<file path="src/rtl/ysyx_25020037_lsu.sv">
// Load/store stage: one record at a time, with a single outstanding split-bus transaction.
// Non-memory and misaligned records reach DONE one edge after capture. Records with a bus access pass through REQ and WAIT first.
module ysyx_25020037_lsu #(
  parameter int PASS_W = 64
) (
  input  logic              clk,
  input  logic              rst,
  input  logic              exu_valid,
  output logic              lsu_ready,
  input  logic              lu_is_load,
  input  logic              lu_is_store,
  input  logic [1:0]        lu_size,
  input  logic              lu_unsigned,
  input  logic [31:0]       lu_addr,
  input  logic [31:0]       lu_wdata,
  input  logic [PASS_W-1:0] lu_pass,
  output logic              mem_req_valid,
  input  logic              mem_req_ready,
  output logic              mem_req_wen,
  output logic [31:0]       mem_req_addr,
  output logic [31:0]       mem_req_wdata,
  output logic [3:0]        mem_req_wstrb,
  input  logic              mem_rsp_valid,
  input  logic [31:0]       mem_rsp_rdata,
  input  logic              mem_rsp_err,
  output logic              lsu_valid,
  input  logic              wbu_ready,
  output logic [31:0]       lu_result,
  output logic              lu_err,
  output logic [PASS_W-1:0] lu_pass_out
);

  typedef enum logic [1:0] {IDLE, REQ, WAIT, DONE} state_t;

  state_t      state;
  logic        is_load_q;
  logic [1:0]  size_q;
  logic        unsigned_q;
  logic [31:0] addr_q;

  logic        capture;
  logic        is_mem;
  logic        misaligned;
  logic [31:0] st_wdata;
  logic [3:0]  st_wstrb;
  logic [31:0] ld_shift;
  logic [31:0] ld_data;

  assign lsu_ready = (state == IDLE);
  assign capture   = exu_valid && lsu_ready;
  assign is_mem    = lu_is_load || lu_is_store;
  // Size 2'b11 is treated as a word access throughout.
  assign misaligned = ((lu_size == 2'b01) && lu_addr[0]) ||
                      (lu_size[1] && (lu_addr[1:0] != 2'b00));

  always_comb begin
    st_wdata = lu_wdata;
    st_wstrb = 4'b1111;
    case (lu_size)
      2'b00: begin
        st_wdata = {4{lu_wdata[7:0]}};
        st_wstrb = 4'b0001 << lu_addr[1:0];
      end
      2'b01: begin
        st_wdata = {2{lu_wdata[15:0]}};
        st_wstrb = 4'b0011 << lu_addr[1:0];
      end
      default: begin
        st_wdata = lu_wdata;
        st_wstrb = 4'b1111;
      end
    endcase
    if (!lu_is_store) st_wstrb = 4'b0000;
  end

  assign ld_shift = mem_rsp_rdata >> {addr_q[1:0], 3'b000};

  always_comb begin
    ld_data = ld_shift;
    case (size_q)
      2'b00:   ld_data = unsigned_q ? {24'b0, ld_shift[7:0]}
                                    : {{24{ld_shift[7]}}, ld_shift[7:0]};
      2'b01:   ld_data = unsigned_q ? {16'b0, ld_shift[15:0]}
                                    : {{16{ld_shift[15]}}, ld_shift[15:0]};
      default: ld_data = ld_shift;
    endcase
  end

  always_ff @(posedge clk) begin
    if (rst) begin
      state         <= IDLE;
      is_load_q     <= 1'b0;
      size_q        <= 2'b00;
      unsigned_q    <= 1'b0;
      addr_q        <= 32'b0;
      mem_req_valid <= 1'b0;
      mem_req_wen   <= 1'b0;
      mem_req_addr  <= 32'b0;
      mem_req_wdata <= 32'b0;
      mem_req_wstrb <= 4'b0;
      lsu_valid     <= 1'b0;
      lu_result     <= 32'b0;
      lu_err        <= 1'b0;
      lu_pass_out   <= '0;
    end else begin
      case (state)
        IDLE: begin
          if (capture) begin
            is_load_q   <= lu_is_load && !lu_is_store;
            size_q      <= lu_size;
            unsigned_q  <= lu_unsigned;
            addr_q      <= lu_addr;
            lu_pass_out <= lu_pass;
            lu_err      <= 1'b0;
            if (!is_mem || misaligned) begin
              lu_result <= lu_addr;
              lu_err    <= is_mem;
              lsu_valid <= 1'b1;
              state     <= DONE;
            end else begin
              mem_req_valid <= 1'b1;
              mem_req_wen   <= lu_is_store;
              mem_req_addr  <= {lu_addr[31:2], 2'b00};
              mem_req_wdata <= st_wdata;
              mem_req_wstrb <= st_wstrb;
              state         <= REQ;
            end
          end
        end
        REQ: begin
          if (mem_req_ready) begin
            mem_req_valid <= 1'b0;
            state         <= WAIT;
          end
        end
        WAIT: begin
          if (mem_rsp_valid) begin
            if (mem_rsp_err) begin
              lu_err    <= 1'b1;
              lu_result <= addr_q;
            end else if (is_load_q) begin
              lu_result <= ld_data;
            end else begin
              lu_result <= 32'b0;
            end
            lsu_valid <= 1'b1;
            state     <= DONE;
          end
        end
        DONE: begin
          if (wbu_ready) begin
            lsu_valid <= 1'b0;
            state     <= IDLE;
          end
        end
        default: state <= IDLE;
      endcase
    end
  end

endmodule
</file>
<file path="config.mk">
export PLATFORM = sky130hd
export DESIGN_NAME = ysyx_25020037_lsu
export DESIGN_NICKNAME = d
export VERILOG_FILES = /design/src/rtl/ysyx_25020037_lsu.sv
export SDC_FILE = /design/constraint.sdc
export NUM_CORES = 1
export LEC_CHECK = 0
export ABC_AREA = 1
export CORE_MARGIN = 5
export CORE_UTILIZATION = 61
export CTS_BUF_LIST = sky130_fd_sc_hd__clkbuf_4 sky130_fd_sc_hd__clkbuf_8 sky130_fd_sc_hd__clkbuf_16
export DETAILED_ROUTE_END_ITERATION = 12
export DONT_BUFFER_PORTS = 1
export MAX_ROUTING_LAYER = met4
export PLACE_DENSITY = 0.77
export REMOVE_ABC_BUFFERS = 1
export SLEW_MARGIN = 5
export SYNTH_ARGS = -nofsm -noshare
export SYNTH_HDL_FRONTEND = slang
export SYNTH_SLANG_ARGS = --single-unit
</file>
<file path="constraint.sdc">
create_clock -name clk -period 1.8 [get_ports clk]
set_input_delay 0.18 -clock clk [delete_from_list [all_inputs] [get_ports clk]]
set_output_delay 0.18 -clock clk [all_outputs]
set_load 0.1 [all_outputs]
</file>
==> results.sh, run 1 <==
export IMPL_outcome="finished with violations"
export IMPL_failed_checks="negative hold slack"
export IMPL_powerDensity_mw_per_mm2=1940
export IMPL_syn_to_final_growth_pct=41.8
export IMPL_cp_max_fo=30
export IMPL_gr_total_overflow=0
export IMPL_fp_row_count=44
export IMPL_layout_nets=1763
export IMPL_drv_slew=0
export IMPL_antenna_left=0
export IMPL_dieArea_mm2=0.0172
export IMPL_synth_most_common_cell="nand2_1"
export IMPL_viasPerCell=6.15
export IMPL_tightest_slew_ns=1.07
export IMPL_fin_skew_ns=0.0120
export IMPL_r2r_cells=9
export IMPL_hold_viol=1
export IMPL_cts_tree="built"
export IMPL_start_kind="flip-flop"
export IMPL_path_common_cell="nand2_1"
export IMPL_wl_per_cell_um=21.2
export IMPL_endpoint="lu_result[2]"
export IMPL_critPathLaunch="state[0]"
export IMPL_h_tree_depth=1
export IMPL_crit_chain="inv_1 -> ha_2 -> buf_6 -> nand2_1 -> nand2_1 -> nand3_4 -> buf_12 -> a21oi_1 -> o21a_1"
export IMPL_synth_main_ff_cell="dfxtp_1"
export IMPL_layout_min_cycle_time_ns=1.74
export IMPL_grt_max_degree=126
export IMPL_seqCellArea_mm2=0.00408
export IMPL_netlist_top_cells_area="dfxtp_1 (46%), nand2_1 (14%), o21ai_0 (9.6%)"
export IMPL_drive_gt1_share_pct=16.4
export IMPL_yosysWarnings=0
export IMPL_antenna_found_initial=3
export IMPL_yosysTopAreaCellShare_pct=45.7
export IMPL_cts_sinks=204
export IMPL_multiInputGateArea_mm2=0.00418
export IMPL_holdWs_ns=-0.000119
export IMPL_hold_path_class="in -> reg"
export IMPL_grt_pass1_vias=10734
export IMPL_routabilityCongestion=0.891
export IMPL_synthTopCellsByCount="nand2_1 (324), dfxtp_1 (204), nor2_1 (186)"
export IMPL_r2r_setup_slack_ns=0.06
export IMPL_start_util_pct=61.9
export IMPL_core_mm2=0.0144
export IMPL_endpoint_kind="flip-flop"
export IMPL_hpwl_um=19300
export IMPL_synth_edf_count=0
export IMPL_max_cap_violations=0
export IMPL_peakVddDrop_v=0.00176
export IMPL_p_leak_nw=5.61
export IMPL_r2r_end="lu_result[2]"
export IMPL_layout_setup_ws_ns=0.0638
export IMPL_final_util_pct=87.8
export IMPL_grt_use_total_pct=43.1
export IMPL_clock_path_buffers=3
export IMPL_worstPathArrival_ns=2.18
export IMPL_die_h_um=131
export IMPL_cts_made_buffers=21
export IMPL_grt_pass1_wl_um=56800
export IMPL_drc=0
export IMPL_netlist_instances=1304
export IMPL_seq_area_frac_synth_pct=45.7
export IMPL_num_fill_cells=727
export IMPL_port_buffers=0
export IMPL_netlist_area_mm2=0.00893
export IMPL_clk_pin_slew_worst_paths_ns=0.06
export IMPL_synth_avg_cell_area_um2=6.85
export IMPL_synth_cell_type_count=29
export IMPL_tns_ns=0
export IMPL_synth_top_area_cell="dfxtp_1"
export IMPL_ioPinCount=341
export IMPL_ys_ff_latch=204
export IMPL_cts_root_buffer="clkbuf_16"
export IMPL_post_place_ws_ns=0.0914
export IMPL_setup_viol=0
export IMPL_drt_iter0_markers=1338
export IMPL_die_w_um=131
export IMPL_crit_required_ns=2.24
export IMPL_cp_slowest_cell="dfxtp_1"
export IMPL_drt_total_wl_um=37800
export IMPL_slew_headroom_pct=28.3
export IMPL_async_reset_ff_share_pct=0
export IMPL_clock_latency_ns=0.50
export IMPL_crit_path_max_incr_delay_ns=0.31
export IMPL_rr_startpoint="state[0]"
export IMPL_timing_final_crit_share_pct=96.5
export IMPL_first_pass_iters=6
export IMPL_fmax_ghz=0.576
export IMPL_vias=10952
export IMPL_crit_type="reg -> reg"
sequential cells by signal, summed over array words and instances, names as in the netlist:
signal         cells
lsu_valid          1
mem_req_wen        1
mem_req_wstrb      4
is_load_q          1
addr_q            32
mem_req_wdata     32
unsigned_q         1
state              2
size_q             2
mem_req_addr      30
lu_err             1
lu_result         32
lu_pass_out       64
mem_req_valid      1
per-layer routing:
metal	wire length [um]	vias up	share of wire (%)	GRT usage (%)
met5	0	-	0	-
met4	2980	0	7.9	26.8
met3	4860	275	13	12.6
met2	18000	962	47	71.9
met1	12000	4952	32	44.5
li1	-	4763	-	-
worst max-delay path, delay by kind of cell (launching register included):
kind / cells / cell delay [ns]
AOI/OAI and AO/OA: 2 / 0.37
adders and majority gates: 1 / 0.22
buffers and inverters: 3 / 0.48
DFF: 1 / 0.31
and+or+nand+nor: 3 / 0.28
worst min path at each step:
stage	slack, ns	from	end	cells past startpoint
6_report	-0.0001	lu_addr[23]	lu_result[23]	4
5_1_grt	0.02	lu_addr[31]	lu_result[31]	4
4_1_cts	0.001	lu_addr[31]	lu_result[31]	4
3_5_place_dp	0.26	rst	mem_req_addr[15]	1
3_3_place_gp	0.26	rst	mem_req_addr[15]	1
2_1_floorplan	0.25	rst	is_load_q	1
layout make-up:
cell class | count | share of cell area (%)
antenna | 3 | 0.0593
inverter | 83 | 2.57
timing repair buffer | 347 | 24.7
multi-input combinational | 927 | 33.0
clock inverter | 5 | 0.810
sequential | 204 | 32.2
timing repair inverter | 1 | 0.0593
tap | 184 | 1.82
clock buffer | 27 | 4.70
placed cells by master, fill, tap and decap left out, types with 2 or more instances in the layout:
master         count
o21ai_0          170
bufinv_16          3
ha_2               2
buf_4            188
dfxtp_1          204
buf_6              4
nand3_2            2
nand3_4            2
nand3_1           69
clkbuf_16         21
conb_1             2
o21a_1             7
a31oi_1           17
a21oi_1          124
nor2_1           186
clkbuf_8           4
ha_1               4
buf_16             2
clkbuf_4           2
diode_2            3
buf_12             8
inv_2              5
nor3_1             2
nand2_1          324
clkinvlp_4         3
inv_1             74
a21oi_2            4
dlygate4sd3_1    144
o21ai_1            3
where the power goes:
| part | switching (mW) | internal (mW) |
|---|---|---|
| registers | 0.546 | 5.63 |
| logic | 10.8 | 3.09 |
| clock network | 1.80 | 2.74 |
| total | 13.1 | 11.5 |
stage by stage:
stage | power (mW) | instance area, um^2 | std cells | hold slack [ns]
detailed placement | 19.0 | 10400 | 1597 | 0.257
global route | 25.4 | 12700 | 1781 | 0.0217
CTS | 23.8 | 12500 | 1774 | 0.00148
global placement | 18.8 | 10400 | 1597 | 0.256
finish | 24.6 | 12700 | 1781 | -0.000119
floorplan | 16.0 | 8550 | 1214 | 0.249
kinds of logic after synthesis:
| kind of cell | Yosys count | share of synthesized area (%) |
|---|---|---|
| buffers and inverters | 174 | 7.86 |
| AO/OA/AOI/OAI | 328 | 18.9 |
| AND/OR/NAND/NOR | 591 | 26.7 |
| flip-flops | 204 | 45.7 |
| other | 1 | 0.0420 |
| adder cells (fa/ha/maj) | 6 | 0.840 |
timing repair:
| action | CTS | global route |
|---|---|---|
| hold buffers | 145 | 0 |
| endpoints found under the setup margin | 0 | 66 |
| resized for setup | 0 | 20 |
| buffers inserted | 0 | 3 |
| hold endpoints to repair | 196 | 0 |
Power figures use the tool's default switching activity.
==> run 2: changes to the inputs <==
--- a/config.mk
+++ b/config.mk
@@ -13,7 +13,6 @@
 export DONT_BUFFER_PORTS = 1
 export MAX_ROUTING_LAYER = met4
 export PLACE_DENSITY = 0.77
-export REMOVE_ABC_BUFFERS = 1
 export SLEW_MARGIN = 5
 export SYNTH_ARGS = -nofsm -noshare
 export SYNTH_HDL_FRONTEND = slang
==> results.sh, run 2 (same netlist as run 1, synthesis figures left out) <==
export IMPL_pwr_share_seq_pct=25.1
export IMPL_syn_to_final_growth_pct=43.1
export IMPL_drive_gt1_share_pct=16.6
export IMPL_cts_sinks=204
export IMPL_layout_min_cycle_time_ns=1.84
export IMPL_cts_tree="built"
export IMPL_antenna_left=0
export IMPL_hold_path_startpoint="lu_addr[17]"
export IMPL_start_kind="input pin"
export IMPL_stdcell_area_mm2=0.0128
export IMPL_cts_root_buffer="clkbuf_16"
export IMPL_final_cell_mix="nand2_1 (324), dfxtp_1 (202), nor2_1 (185), buf_4 (185), o21ai_0 (171)"
export IMPL_vias=10659
export IMPL_largest_register="lu_pass_out"
export IMPL_holdWs_ns=0.00741
export IMPL_worstHoldEndpoint="lu_result[17]"
export IMPL_switchingPower_mw=13.1
export IMPL_r2r_end="mem_req_addr[3]"
export IMPL_num_fill_cells=731
export IMPL_layout_setup_ws_ns=-0.0437
export IMPL_viasPerCell=5.95
export IMPL_final_common_cell="nand2_1"
export IMPL_grt_use_total_pct=41.0
export IMPL_postPlaceCellArea_mm2=0.0103
export IMPL_fmax_ghz=0.542
export IMPL_p_sw_share_pct=53.3
export IMPL_hpwl_um=19400
export IMPL_clk_pin_slew_worst_paths_ns=0.06
export IMPL_tns_ns=-0.0437
export IMPL_start_util_pct=61.9
export IMPL_layout_nets=1770
export IMPL_cts_made_buffers=22
export IMPL_crit_type="in -> reg"
export IMPL_h_tree_depth=1
export IMPL_antenna_found_initial=1
export IMPL_routabilityCongestion=0.971
export IMPL_dp_cells=1590
export IMPL_powerDensity_mw_per_mm2=1920
export IMPL_hold_viol=0
export IMPL_endpoint_kind="flip-flop"
export IMPL_timing_final_crit_share_pct=102
export IMPL_rsz0062_at_grt="true"
export IMPL_port_buffers=0
export IMPL_p_int_mw=11.5
export IMPL_first_pass_iters=6
export IMPL_power_frac_comb_pct=55.9
export IMPL_setup_viol=1
export IMPL_clock_latency_ns=0.52
export IMPL_cp_max_fo=28
export IMPL_fp_row_count=44
export IMPL_drt_iter0_markers=1360
export IMPL_grt_max_degree=126
export IMPL_r2r_setup_slack_ns=0.03
export IMPL_rr_startpoint="state[1]"
export IMPL_outcome="finished with violations"
export IMPL_failed_checks="negative setup slack"
export IMPL_worstPathArrival_ns=2.27
export IMPL_wl_per_cell_um=20.4
export IMPL_drv_slew=0
export IMPL_dieArea_mm2=0.0172
export IMPL_grt_pass1_wl_um=54000
export IMPL_worstHoldPathCells=4
export IMPL_core_mm2=0.0144
export IMPL_die_w_um=131
export IMPL_crit_required_ns=2.23
export IMPL_die_h_um=131
export IMPL_clock_path_buffers=3
export IMPL_final_cells=1792
export IMPL_grt_pass1_vias=10202
export IMPL_drc=0
export IMPL_ioPinCount=341
export IMPL_drt_total_wl_um=36500
export IMPL_largest_reg_flops=64
export IMPL_p_leak_nw=5.65
export IMPL_fin_skew_ns=0.0254
export IMPL_r2r_cells=8
export IMPL_clockPowerShare_pct=19.0
export IMPL_hold_path_class="in -> reg"
export IMPL_gr_total_overflow=0
export IMPL_max_cap_violations=0
export IMPL_peakVddDrop_v=0.00162
[run 2: power by group through the flow]
stage	Sequential (mW)	Combinational, mW	Clock, mW
floorplan	12.4	4.01	0
global placement	6.14	12.6	0
detailed placement	6.18	12.8	0
CTS	6.10	13.2	4.62
global route	6.26	14.4	4.86
finish	6.18	13.7	4.67
[run 2: area by class of cell]
class	count	area, um^2	area share (%)
antenna	1	2.50	0.0196
clock buffer	32	676	5.29
clock inverter	7	77.6	0.607
inverter	83	324	2.54
multi-input combinational	927	4190	32.8
sequential	204	4090	32.0
tap	184	230	1.80
timing repair buffer	353	3190	24.9
timing repair inverter	1	7.51	0.0587
[run 2: metrics by stage]
stage	util (%)	setup slack, ns	total power [mW]
floorplan	-	0.0264	16.4
global placement	71.7	0.158	18.7
detailed placement	71.7	0.0749	18.9
CTS	87.8	0.0111	23.9
global route	88.6	-0.125	25.5
finish	88.6	-0.0437	24.6
[run 2: layer usage]
| layer | vias up | wire [um] | share of wire (%) | global-route usage, % |
|---|---|---|---|---|
| li1 | 4787 | - | - | - |
| met1 | 4850 | 12400 | 34 | 45.6 |
| met2 | 812 | 17500 | 48 | 67.1 |
| met3 | 210 | 4430 | 12 | 11.2 |
| met4 | 0 | 2240 | 6.1 | 21.4 |
| met5 | - | 0 | 0 | - |
[run 2: critical path: stages]
cell           delay [ns]
dlygate4sd3_1        0.65
nor2_4               0.26
nand2_1              0.13
nand3_1              0.15
dlygate4sd3_1        0.60
nand2_1              0.09
a21oi_1              0.20
[run 2: worst max path at each step]
| stage | start | to | slack, ns | cells past startpoint |
|---|---|---|---|---|
| final | lu_size[1] | mem_req_wdata[30] | -0.04 | 7 |
| after global routing | state[0] | lu_result[9] | -0.12 | 10 |
| after CTS | lu_size[1] | mem_req_wdata[24] | 0.01 | 7 |
| after detailed placement | state[1] | mem_req_wdata[17] | 0.07 | 9 |
| after global placement | state[0] | lu_result[10] | 0.16 | 8 |
| after floorplan | state[1] | mem_req_wdata[15] | 0.03 | 9 |
[run 2: timing repair]
action                                  4_1_cts  5_1_grt
hold endpoints to repair                    196        0
gates resized for setup                       0       16
endpoints found under the setup margin        0       86
buffers inserted                              0        5
hold buffers                                155        0
==> run 3: changes to the inputs <==
--- a/config.mk
+++ b/config.mk
@@ -6,12 +6,12 @@
 export NUM_CORES = 1
 export LEC_CHECK = 0
 export ABC_AREA = 1
+export CAP_MARGIN = 40
 export CORE_MARGIN = 5
 export CORE_UTILIZATION = 61
 export CTS_BUF_LIST = sky130_fd_sc_hd__clkbuf_4 sky130_fd_sc_hd__clkbuf_8 sky130_fd_sc_hd__clkbuf_16
 export DETAILED_ROUTE_END_ITERATION = 12
 export DONT_BUFFER_PORTS = 1
-export MAX_ROUTING_LAYER = met4
 export PLACE_DENSITY = 0.77
 export SLEW_MARGIN = 5
 export SYNTH_ARGS = -nofsm -noshare
==> results.sh, run 3 (same netlist as run 1, synthesis figures left out) <==
export IMPL_outcome="finished with violations"
export IMPL_failed_checks="negative setup slack"
export IMPL_power_frac_comb_pct=56.4
export IMPL_start_util_pct=61.9
export IMPL_start_kind="flip-flop"
export IMPL_crit_required_ns=2.18
export IMPL_num_fill_cells=738
export IMPL_multiInputGateArea_mm2=0.00418
export IMPL_grt_use_total_pct=40.2
export IMPL_p_int_mw=11.4
export IMPL_die_h_um=131
export IMPL_antenna_found_initial=3
export IMPL_h_tree_depth=1
export IMPL_drive_gt1_share_pct=16.4
export IMPL_pwr_share_seq_pct=25.0
export IMPL_hold_path_class="in -> reg"
export IMPL_hpwl_um=19400
export IMPL_fmax_ghz=0.538
export IMPL_cts_made_buffers=22
export IMPL_drt_iter0_markers=1277
export IMPL_grt_pass1_vias=10502
export IMPL_largest_register="lu_pass_out"
export IMPL_clk_pin_slew_worst_paths_ns=0.07
export IMPL_cts_sinks=204
export IMPL_endpoint_kind="flip-flop"
export IMPL_cts_tree="built"
export IMPL_layout_nets=1767
export IMPL_powerDensity_mw_per_mm2=1930
export IMPL_cp_max_fo=34
export IMPL_final_cells=1793
export IMPL_largest_reg_flops=64
export IMPL_layout_min_cycle_time_ns=1.86
export IMPL_setup_viol=2
export IMPL_total_power_mw=24.6
export IMPL_first_pass_iters=8
export IMPL_antenna_left=0
export IMPL_p_leak_nw=5.65
export IMPL_peakVddDrop_v=0.00136
export IMPL_max_cap_violations=0
export IMPL_clockPowerShare_pct=18.6
export IMPL_clock_latency_ns=0.50
export IMPL_worstHoldPathCells=4
export IMPL_hold_viol=0
export IMPL_gr_total_overflow=0
export IMPL_dieArea_mm2=0.0172
export IMPL_drv_slew=0
export IMPL_grt_max_degree=126
export IMPL_crit_type="reg -> reg"
export IMPL_r2r_cells=8
export IMPL_holdWs_ns=0.0165
export IMPL_fp_row_count=44
export IMPL_die_w_um=131
export IMPL_viasPerCell=6.12
export IMPL_port_buffers=0
export IMPL_switchingPower_mw=13.2
export IMPL_tightest_slew_ns=0.872
export IMPL_syn_to_final_growth_pct=42.6
export IMPL_vias=10969
export IMPL_fin_skew_ns=0.00971
export IMPL_cts_root_buffer="clkbuf_16"
export IMPL_wl_per_cell_um=21.2
export IMPL_clock_path_buffers=3
export IMPL_routabilityCongestion=0.950
export IMPL_grt_pass1_wl_um=54400
export IMPL_timing_final_crit_share_pct=103
export IMPL_worstPathArrival_ns=2.24
export IMPL_slew_headroom_pct=41.9
export IMPL_seqCellArea_mm2=0.00409
export IMPL_final_common_cell="nand2_1"
export IMPL_drt_total_wl_um=38000
export IMPL_ioPinCount=341
export IMPL_layout_setup_ws_ns=-0.0595
export IMPL_core_mm2=0.0144
export IMPL_dp_cells=1591
export IMPL_p_sw_share_pct=53.5
export IMPL_drc=0
export IMPL_final_cell_mix="nand2_1 (324), dfxtp_1 (203), nor2_1 (185), buf_4 (185), o21ai_0 (171)"
run 3: changes by cell type in the layout (fill, tap and decap cells not counted), moves of 2 or more:
cell and change:
diode_2 +3, buf_6 -3, clkbuf_16 +2, clkinv_4 +2, inv_8 -2, clkinv_2 +4, clkbuf_8 -5, dlygate4sd3_1 -2
run 3: area by class of cell:
class | count | share of cell area (%)
Clock inverter | 12 | 0.736
Timing Repair Buffer | 351 | 25.0
Sequential cell | 204 | 32.1
Multi-Input combinational cell | 927 | 32.8
Clock buffer | 28 | 4.96
Antenna cell | 4 | 0.0785
Inverter | 83 | 2.52
Tap cell | 184 | 1.81
run 3: worst max-delay path, cell delays in order, from the launching register on:
cell and delay [ns]:
dfxtp_2 0.34, inv_2 0.09, ha_4 0.17, nand2_4 0.06
inv_2 0.09, nand4_4 0.14, buf_4 0.30, a21oi_1 0.44
nor2_1 0.08
run 3: path summary, 6_finish.rpt:
path	startpoint	to	slack [ns]
worst min register to register	addr_q[31]	addr_q[31]	0.45
worst min-delay path	lu_addr[10]	lu_result[10]	0.02
worst max-delay path	state[1]	mem_req_wen	-0.06
worst max register to register	state[1]	mem_req_wen	-0.06
run 3: what timing repair did:
item / CTS / global route
hold buffers: 153 / 1
buffers inserted: 0 / 2
endpoints found under the hold margin: 193 / 7
setup endpoints to repair: 0 / 51
gates resized for setup: 0 / 9
run 3: power by group through the flow:
stage	sequential [mW]	clock [mW]	combinational, mW
after floorplan	12.4	0	4.01
after global placement	6.14	0	12.7
after detailed placement	6.17	0	12.9
after CTS	6.09	4.53	13.3
after global routing	6.23	4.79	14.5
final	6.16	4.58	13.9
run 3: per-layer routing:
metal	track usage, %	wire [um]	vias to the layer above
li1	-	-	4781
met1	44.3	12200	5003
met2	68.7	18200	938
met3	10.0	4820	247
met4	25.7	2750	0
met5	0	0	-
run 3: metrics by stage:
step	area [um^2]	TNS, ns	utilization, %	worst slack, ns
finish	12700	-0.107	88.4	-0.0595
global route	12700	-0.290	88.3	-0.180
global placement	10400	0	71.8	0.206
floorplan	8950	0	-	0.0264
CTS	12600	0	87.6	0.0114
detailed placement	10400	0	71.8	0.104
